===== src/rtl/flexdpe_seq.sv =====
// Command-driven sequencer for one FLEX-DPE PE: fetches a stationary vector and a
// run of streaming vectors from the operand buffer and presents them as beats.
module flexdpe_seq #(
  parameter int IN_DATA_TYPE = 16,
  parameter int NUM_PES      = 32,
  parameter int LOG2_PES     = 5,
  parameter int ADDR_W       = 10,
  parameter int CNT_W        = 10,
  parameter int DRAIN_CYCLES = 16
) (
  input  logic                          clk,
  input  logic                          rst,
  input  logic                          i_cmd_valid,
  output logic                          o_cmd_ready,
  input  logic [ADDR_W-1:0]             i_cmd_stat_addr,
  input  logic [ADDR_W-1:0]             i_cmd_strm_addr,
  input  logic [CNT_W-1:0]              i_cmd_strm_len,
  input  logic [NUM_PES*LOG2_PES-1:0]   i_cmd_dest_bus,
  input  logic [NUM_PES*LOG2_PES-1:0]   i_cmd_vn_seperator,
  input  logic                          i_hold,
  output logic                          o_mem_rd_en,
  output logic [ADDR_W-1:0]             o_mem_rd_addr,
  input  logic [NUM_PES*IN_DATA_TYPE-1:0] i_mem_rd_data,
  output logic                          o_data_valid,
  output logic [NUM_PES*IN_DATA_TYPE-1:0] o_data_bus,
  output logic                          o_stationary,
  output logic [NUM_PES*LOG2_PES-1:0]   o_dest_bus,
  output logic [NUM_PES*LOG2_PES-1:0]   o_vn_seperator,
  output logic                          o_busy,
  output logic                          o_done
);

  localparam int DATA_W  = NUM_PES * IN_DATA_TYPE;
  localparam int CTRL_W  = NUM_PES * LOG2_PES;
  localparam int DRAIN_W = $clog2(DRAIN_CYCLES + 1);
  localparam logic [CNT_W-1:0]   CNT_ONE    = CNT_W'(1);
  localparam logic [DRAIN_W-1:0] DRAIN_ONE  = DRAIN_W'(1);
  localparam logic [DRAIN_W-1:0] DRAIN_LOAD = DRAIN_W'(DRAIN_CYCLES);

  typedef enum logic [1:0] {
    ST_IDLE   = 2'd0,
    ST_LOAD   = 2'd1,
    ST_STREAM = 2'd2,
    ST_DRAIN  = 2'd3
  } state_t;

  state_t              state_r;
  state_t              state_nxt_s;
  logic [ADDR_W-1:0]   stat_addr_r;
  logic [ADDR_W-1:0]   strm_addr_r;
  logic [CNT_W-1:0]    len_r;
  logic [CNT_W-1:0]    k_r;
  logic [CTRL_W-1:0]   dest_bus_r;
  logic [CTRL_W-1:0]   vn_sep_r;
  logic                drain_armed_r;
  logic [DRAIN_W-1:0]  drain_cnt_r;
  logic                vld_d1_r;
  logic                stat_d1_r;
  logic                data_valid_r;
  logic                stationary_r;
  logic [DATA_W-1:0]   data_bus_r;
  logic                accept_s;
  logic                rd_en_s;
  logic [ADDR_W-1:0]   rd_addr_s;
  logic                done_s;
  logic                arm_s;

  // Next-state, read strobe/address and completion decode.
  always_comb begin
    state_nxt_s = state_r;
    accept_s    = 1'b0;
    rd_en_s     = 1'b0;
    rd_addr_s   = '0;
    done_s      = 1'b0;
    case (state_r)
      ST_IDLE: begin
        if (i_cmd_valid) begin
          accept_s    = 1'b1;
          state_nxt_s = ST_LOAD;
        end else begin
          state_nxt_s = ST_IDLE;
        end
      end
      ST_LOAD: begin
        if (!i_hold) begin
          rd_en_s     = 1'b1;
          rd_addr_s   = stat_addr_r;
          state_nxt_s = (len_r != '0) ? ST_STREAM : ST_DRAIN;
        end else begin
          state_nxt_s = ST_LOAD;
        end
      end
      ST_STREAM: begin
        if (!i_hold) begin
          rd_en_s   = 1'b1;
          rd_addr_s = strm_addr_r + ADDR_W'(k_r);
          if (k_r == len_r - CNT_ONE) begin
            state_nxt_s = ST_DRAIN;
          end else begin
            state_nxt_s = ST_STREAM;
          end
        end else begin
          state_nxt_s = ST_STREAM;
        end
      end
      ST_DRAIN: begin
        if (drain_armed_r && (drain_cnt_r == DRAIN_ONE)) begin
          done_s      = 1'b1;
          state_nxt_s = ST_IDLE;
        end else begin
          state_nxt_s = ST_DRAIN;
        end
      end
      default: begin
        state_nxt_s = ST_IDLE;
      end
    endcase
  end

  // The last beat is the one with no further read behind it in the pipe.
  assign arm_s = (state_r == ST_DRAIN) & ~drain_armed_r & data_valid_r & ~vld_d1_r;

  // State register.
  always_ff @(posedge clk or posedge rst) begin
    if (rst) begin
      state_r <= ST_IDLE;
    end else begin
      state_r <= state_nxt_s;
    end
  end

  // Command latch, beat counter and drain counter.
  always_ff @(posedge clk or posedge rst) begin
    if (rst) begin
      stat_addr_r   <= '0;
      strm_addr_r   <= '0;
      len_r         <= '0;
      k_r           <= '0;
      dest_bus_r    <= '0;
      vn_sep_r      <= '0;
      drain_armed_r <= 1'b0;
      drain_cnt_r   <= '0;
    end else begin
      if (accept_s) begin
        stat_addr_r <= i_cmd_stat_addr;
        strm_addr_r <= i_cmd_strm_addr;
        len_r       <= i_cmd_strm_len;
        dest_bus_r  <= i_cmd_dest_bus;
        vn_sep_r    <= i_cmd_vn_seperator;
      end
      if (rd_en_s && (state_r == ST_LOAD)) begin
        k_r <= '0;
      end else if (rd_en_s) begin
        k_r <= k_r + CNT_ONE;
      end
      if (arm_s) begin
        drain_armed_r <= 1'b1;
        drain_cnt_r   <= DRAIN_LOAD;
      end else if (drain_armed_r && (drain_cnt_r == DRAIN_ONE)) begin
        drain_armed_r <= 1'b0;
        drain_cnt_r   <= '0;
      end else if (drain_armed_r) begin
        drain_cnt_r <= drain_cnt_r - DRAIN_ONE;
      end
    end
  end

  // Output pipe: strobe/tag delayed two cycles, returned data registered once.
  always_ff @(posedge clk or posedge rst) begin
    if (rst) begin
      vld_d1_r     <= 1'b0;
      stat_d1_r    <= 1'b0;
      data_valid_r <= 1'b0;
      stationary_r <= 1'b0;
      data_bus_r   <= '0;
    end else begin
      vld_d1_r     <= rd_en_s;
      stat_d1_r    <= rd_en_s & (state_r == ST_LOAD);
      data_valid_r <= vld_d1_r;
      stationary_r <= vld_d1_r & stat_d1_r;
      data_bus_r   <= vld_d1_r ? i_mem_rd_data : '0;
    end
  end

  assign o_cmd_ready    = (state_r == ST_IDLE);
  assign o_busy         = (state_r != ST_IDLE);
  assign o_done         = done_s;
  assign o_mem_rd_en    = rd_en_s;
  assign o_mem_rd_addr  = rd_addr_s;
  assign o_data_valid   = data_valid_r;
  assign o_data_bus     = data_bus_r;
  assign o_stationary   = stationary_r;
  assign o_dest_bus     = dest_bus_r;
  assign o_vn_seperator = vn_sep_r;

endmodule


===== config.mk =====
export PLATFORM = sky130hd
export DESIGN_NAME = flexdpe_seq
export DESIGN_NICKNAME = d
export VERILOG_FILES = /design/src/rtl/flexdpe_seq.sv
export SDC_FILE = /design/constraint.sdc
export NUM_CORES = 1
export LEC_CHECK = 0
export BUFFER_PORTS_ARGS = -buffer_cell sky130_fd_sc_hd__buf_4
export CAP_MARGIN = 20
export CORE_AREA = 2 2 676 678
export CTS_CLUSTER_DIAMETER = 80
export DETAILED_ROUTE_END_ITERATION = 7
export DIE_AREA = 0 0 678 680
export SYNTH_ARGS = -nofsm -noshare
export SYNTH_HDL_FRONTEND = slang
export SYNTH_SLANG_ARGS = --single-unit
export TNS_END_PERCENT = 20

===== constraint.sdc =====
create_clock -name clk -period 26.4 [get_ports clk]
set_input_delay 3.96 -clock clk [delete_from_list [all_inputs] [get_ports clk]]
set_output_delay 3.96 -clock clk [all_outputs]
set_load 0.005 [all_outputs]

; Yosys cells after proc, flatten, opt, wreduce, memory -nomap -nowiden
; Cells that the tools add are included.
[classes]
bitwise = 7
n_addsub = 4
n_reduce_logical = 9
n_eq_ne = 5
muxes = 24
[op_table]
columns = op, count
row1 = $mux W512, 1
row2 = $mux W10, 4
row3 = $pmux W10 S2, 1
row4 = $mux W5, 3
row5 = $mux W1, 11
row6 = $add A10 B1 Y10 const B, 1
row7 = $add A10 B10 Y10, 1
row8 = $eq A10 B10 Y1, 1
row9 = $reduce_bool A10 Y1, 1
row10 = $sub A10 B1 Y10 const B, 1
row11 = $pmux W2 S4, 1
row12 = $mux W2, 3
row13 = $reduce_bool A2 Y1, 3
row14 = $and A1 B1 Y1, 5
row15 = $eq A5 B1 Y1 const B, 1
row16 = $sub A5 B1 Y5 const B, 1
row17 = $eq A2 B2 Y1 const B, 2
row18 = $reduce_bool A3 Y1, 1
row19 = $eq A2 B1 Y1 const B, 1
row20 = $logic_and A1 B1 Y1, 2
row21 = $logic_not A2 Y1, 1
row22 = $not A1 Y1, 2
row23 = $reduce_or A2 Y1, 1
[totals]
out_inout_bits = 848
in_bits = 866
ff_bits = 884

; Logic depth before layout (Yosys ltp)
[depth]
ltp_word = 5
ltp_mapped = 10

; Least setup slack after synthesis
; Ideal clock, no wire load.
[synth_path]
kind = in2out
startpoint = input i_hold
endpoint = output o_mem_rd_addr[7]
arrival_time_ns = 4.967
stages = 8
slack_ns = 17.473
path_cell_list = inv_1 > nand2_1 > inv_1 > and2_1 > clkbuf_1 > clkbuf_1 > nand2_1 > o21ai_0
[synth_between]
elab_chain_cells = 2
word_cells_on_any_way = 3
classes_between = mux: 3
[synth_lines]
columns = element, line
row1 = "start, declared", 20  ; input logic i_hold,
row2 = $mux W10 (on tied branches), "94, 85"
row3 = $pmux W10 S2 (*), 75  ; case (state_r)
row4 = "end, declared", 22  ; output logic [ADDR_W-1:0] o_mem_rd_addr,
; Mark *: on every way between the ends. The rest lies on a longest branch, timed or not.

; Worst setup path after layout
[layout_path]
startpoint = input i_hold
endpoint = output o_mem_rd_addr[9]
; The elaborated chain is that of the path after synthesis.

==> impl_metrics.toml <==
[logic_synthesis]
synthArstFlopShare_pct = 100
netlist.area_leader.share_pct = 71.4
yosysUniqueCellTypes = 47
syn_area_sq_um = 31000
seq_area_frac_synth_pct = 71.4
synth_edf_count = 0
syn_nets = 2923
syn-instance-count = 2039
yosysTopAreaCell = "dfrtp_1"
synth_top_cells_by_count = "884 x dfrtp_1, 516 x and2_1, 353 x mux2_2"
synthFlopType = "dfrtp_1"
yosysMostFrequentCell = "dfrtp_1"
syn-mean-instance-area_sq_um = 15.2
synth_area_leaders = "dfrtp_1 71%, mux2_2 13%, and2_1 10%"
ys_seq_elements = 884
yosys_warnings = 0

[placement]
placed_area_sq_um = 51200
dpl.cell_count = 9679
place_ws_ns = 16.61
gp_congestion = 1.02
hpwl_microns = 319000
port_buffers = 1713

[floorplan]
die_w_microns = 678
rows = 248
die_y_microns = 680
start_util_pct = 6.82
ioPinCount = 1714
coreArea_sq_um = 454000
die_area_sq_um = 461000

[clock_network]
cts_sinks = 884
cts_buffer_depth = 4
cts_tree = "yes"
cts_inserted_buffers = 124
clk_latency_ns = 0.90
cts_setup_buffers = 0
cts_max_level = 3
ctsHoldBuffers = 0
path_clk_slew_ns = 0.06
ctsResizeCount = 0
cts_root_buffer = "clkbuf_16"

[power]
intPower_w = 0.00394
power_density_nw_per_um2 = 121
peakVddDrop_mv = 0.0604
power_frac_seq_pct = 32.5
p_sw_w = 0.00279
p_sw_share_pct = 41.5
p_leak_nw = 25.5
p_clk_share_pct = 25.8
combinationalPowerShare_pct = 41.7

[routing]
antenna_left = 0
drt_iter0_drc = 1510
routed_wl_microns = 350000
drc_errors = 0
wire_per_inst_microns = 35.2
first_pass_iters = 5
route.vias.total = 24700
via_per_inst = 2.49

[run]
drv_cap = 0

[critical_path]
cp.depth = 8
critPathRequiredTime_ns = 22.44
path_buf_inv = 4
worstPathCellList = "buf_4, inv_1, nand2_1, inv_1, and2_1, nand2_1, o21ai_0, buf_4"
endpoint_kind = "output pin"
worstSetupPathType = "primary input to output pin"
critPathLaunch = "i_hold"
r2r_end = "stat_addr_r[5]$_DFFE_PP0P_"
cpLargestDelayFamily = "simple AND/OR/NAND/NOR gates"
r2r_cells = 6
start_kind = "primary input"
critPathArrivalTime_ns = 5.82
crit-reg2reg-launch = "state_r[0]$_DFF_PP0_"
critPathMaxFanout = 18
slowest_stage = "and2_1"
slowest_delay_ns = 0.64
crit_end = "o_mem_rd_addr[9]"
rrSetupSlack_ns = 22.39

[timing]
slew_headroom_pct = 30.4
worst_pin_slew_ns = 1.04
setup_violations = 0
rsz0062_at_grt = "no"
tns_ns = 0
maxSlewViolCount = 0
min_period_ns = 9.78
hold_violations = 0
clock_skew_ns = 0.102
layout_setup_ws_ns = 16.62
max_freq_ghz = 0.102
fin_crit_sh_pct = 37.0

[global_routing]
grt_usage_pct = 14.6
antenna_found_initial = 181
grt_start_max_net_pins = 131
grt_pass1_vias = 25700
grt_pass1_wl_microns = 408000
grt.overflow.total = 0

[finish]
drive_above_1_share_pct = 59.2
fin_util_pct = 12.2
design_area_sq_um = 55400
final_cells = 9934
nets = 4690
area_growth_pct = 78.9

[min_path]
holdPathStages = 1
hp-class = "flop to flop"

[outcome]
status = "finished clean"
## power groups by stage
stage          combinational [W]  clock (W)  sequential, W
3_5_place_dp             0.00290          0        0.00223
5_1_grt                  0.00300    0.00184        0.00225
3_3_place_gp             0.00290          0        0.00222
2_1_floorplan           0.000705          0        0.00211
4_1_cts                  0.00290    0.00179        0.00221
6_report                 0.00280    0.00173        0.00219
## how the worst min path moves through the flow
stage                                         to           startpoint  slack (ns)
after detailed placement  o_stationary$_DFF_PP0_  stat_d1_r$_DFF_PP0_        0.44
after global placement    o_stationary$_DFF_PP0_  stat_d1_r$_DFF_PP0_        0.45
after CTS                 o_stationary$_DFF_PP0_  stat_d1_r$_DFF_PP0_        0.46
final                     o_stationary$_DFF_PP0_  stat_d1_r$_DFF_PP0_        0.46
after global routing      o_stationary$_DFF_PP0_  stat_d1_r$_DFF_PP0_        0.48
after floorplan           o_data_valid$_DFF_PP0_   vld_d1_r$_DFF_PP0_        0.37
## layer usage
layer,GRT usage (%),vias up,part of all wire (%)
li1,-,10200,-
met1,15.8,12500,37
met2,23.6,1478,46
met3,9.30,485,14
met4,4.02,40,3.4
met5,0,-,0.076
## area by class of cell
class | count | area [sq um]
fillers | 51600 | 399000
flip-flops and latches | 884 | 22100
repair buffers | 1742 | 13100
multi-input cells | 1036 | 8390
well taps | 6000 | 7510
clock buffers | 155 | 3380
clock inverters | 65 | 779
diodes | 34 | 85.1
inverters | 18 | 71.3
## cells in the final DEF (no fill, tap or decap), drive strengths merged, types with 4 or more instances in the layout
cell      instances
a21oi             7
and2            516
buf            1742
bufinv           11
clkbuf          155
clkinv           32
clkinvlp          9
dfrtp           884
diode            34
ha               17
inv              31
mux2            353
nand2            21
nand3             8
nand4             5
nor2             21
nor3              6
o21ai            14
or3               4
xnor2            10
xor2             14
## sequential cells by signal, summed over array words and instances (netlist names), 2 cells and up
| register | count |
|---|---|
| strm_addr_r | 10 |
| o_vn_seperator | 160 |
| state_r | 2 |
| k_r | 10 |
| stat_addr_r | 10 |
| drain_cnt_r | 5 |
| len_r | 10 |
| o_dest_bus | 160 |
| o_data_bus | 512 |
## through the flow
step                power (W)  hold WS [ns]
floorplan             0.00281         0.370
global placement      0.00511         0.446
detailed placement    0.00513         0.444
CTS                   0.00691         0.458
global route          0.00709         0.481
finish                0.00673         0.459
## kinds of logic (layout without fill, tap and decap cells)
| family | count (synthesis) | after routing | synth area share, % |
|---|---|---|---|
| other cells | 0 | 34 | 0 |
| flops | 884 | 884 | 71.4 |
| compound gates | 42 | 42 | 0.901 |
| simple gates | 596 | 596 | 11.8 |
| buf+inv | 119 | 1980 | 1.56 |
| xor+xnor | 24 | 24 | 0.678 |
| mux | 356 | 356 | 12.9 |
| fa+ha+maj | 18 | 18 | 0.751 |
No activity file was read; power rests on OpenSTA's default activity.
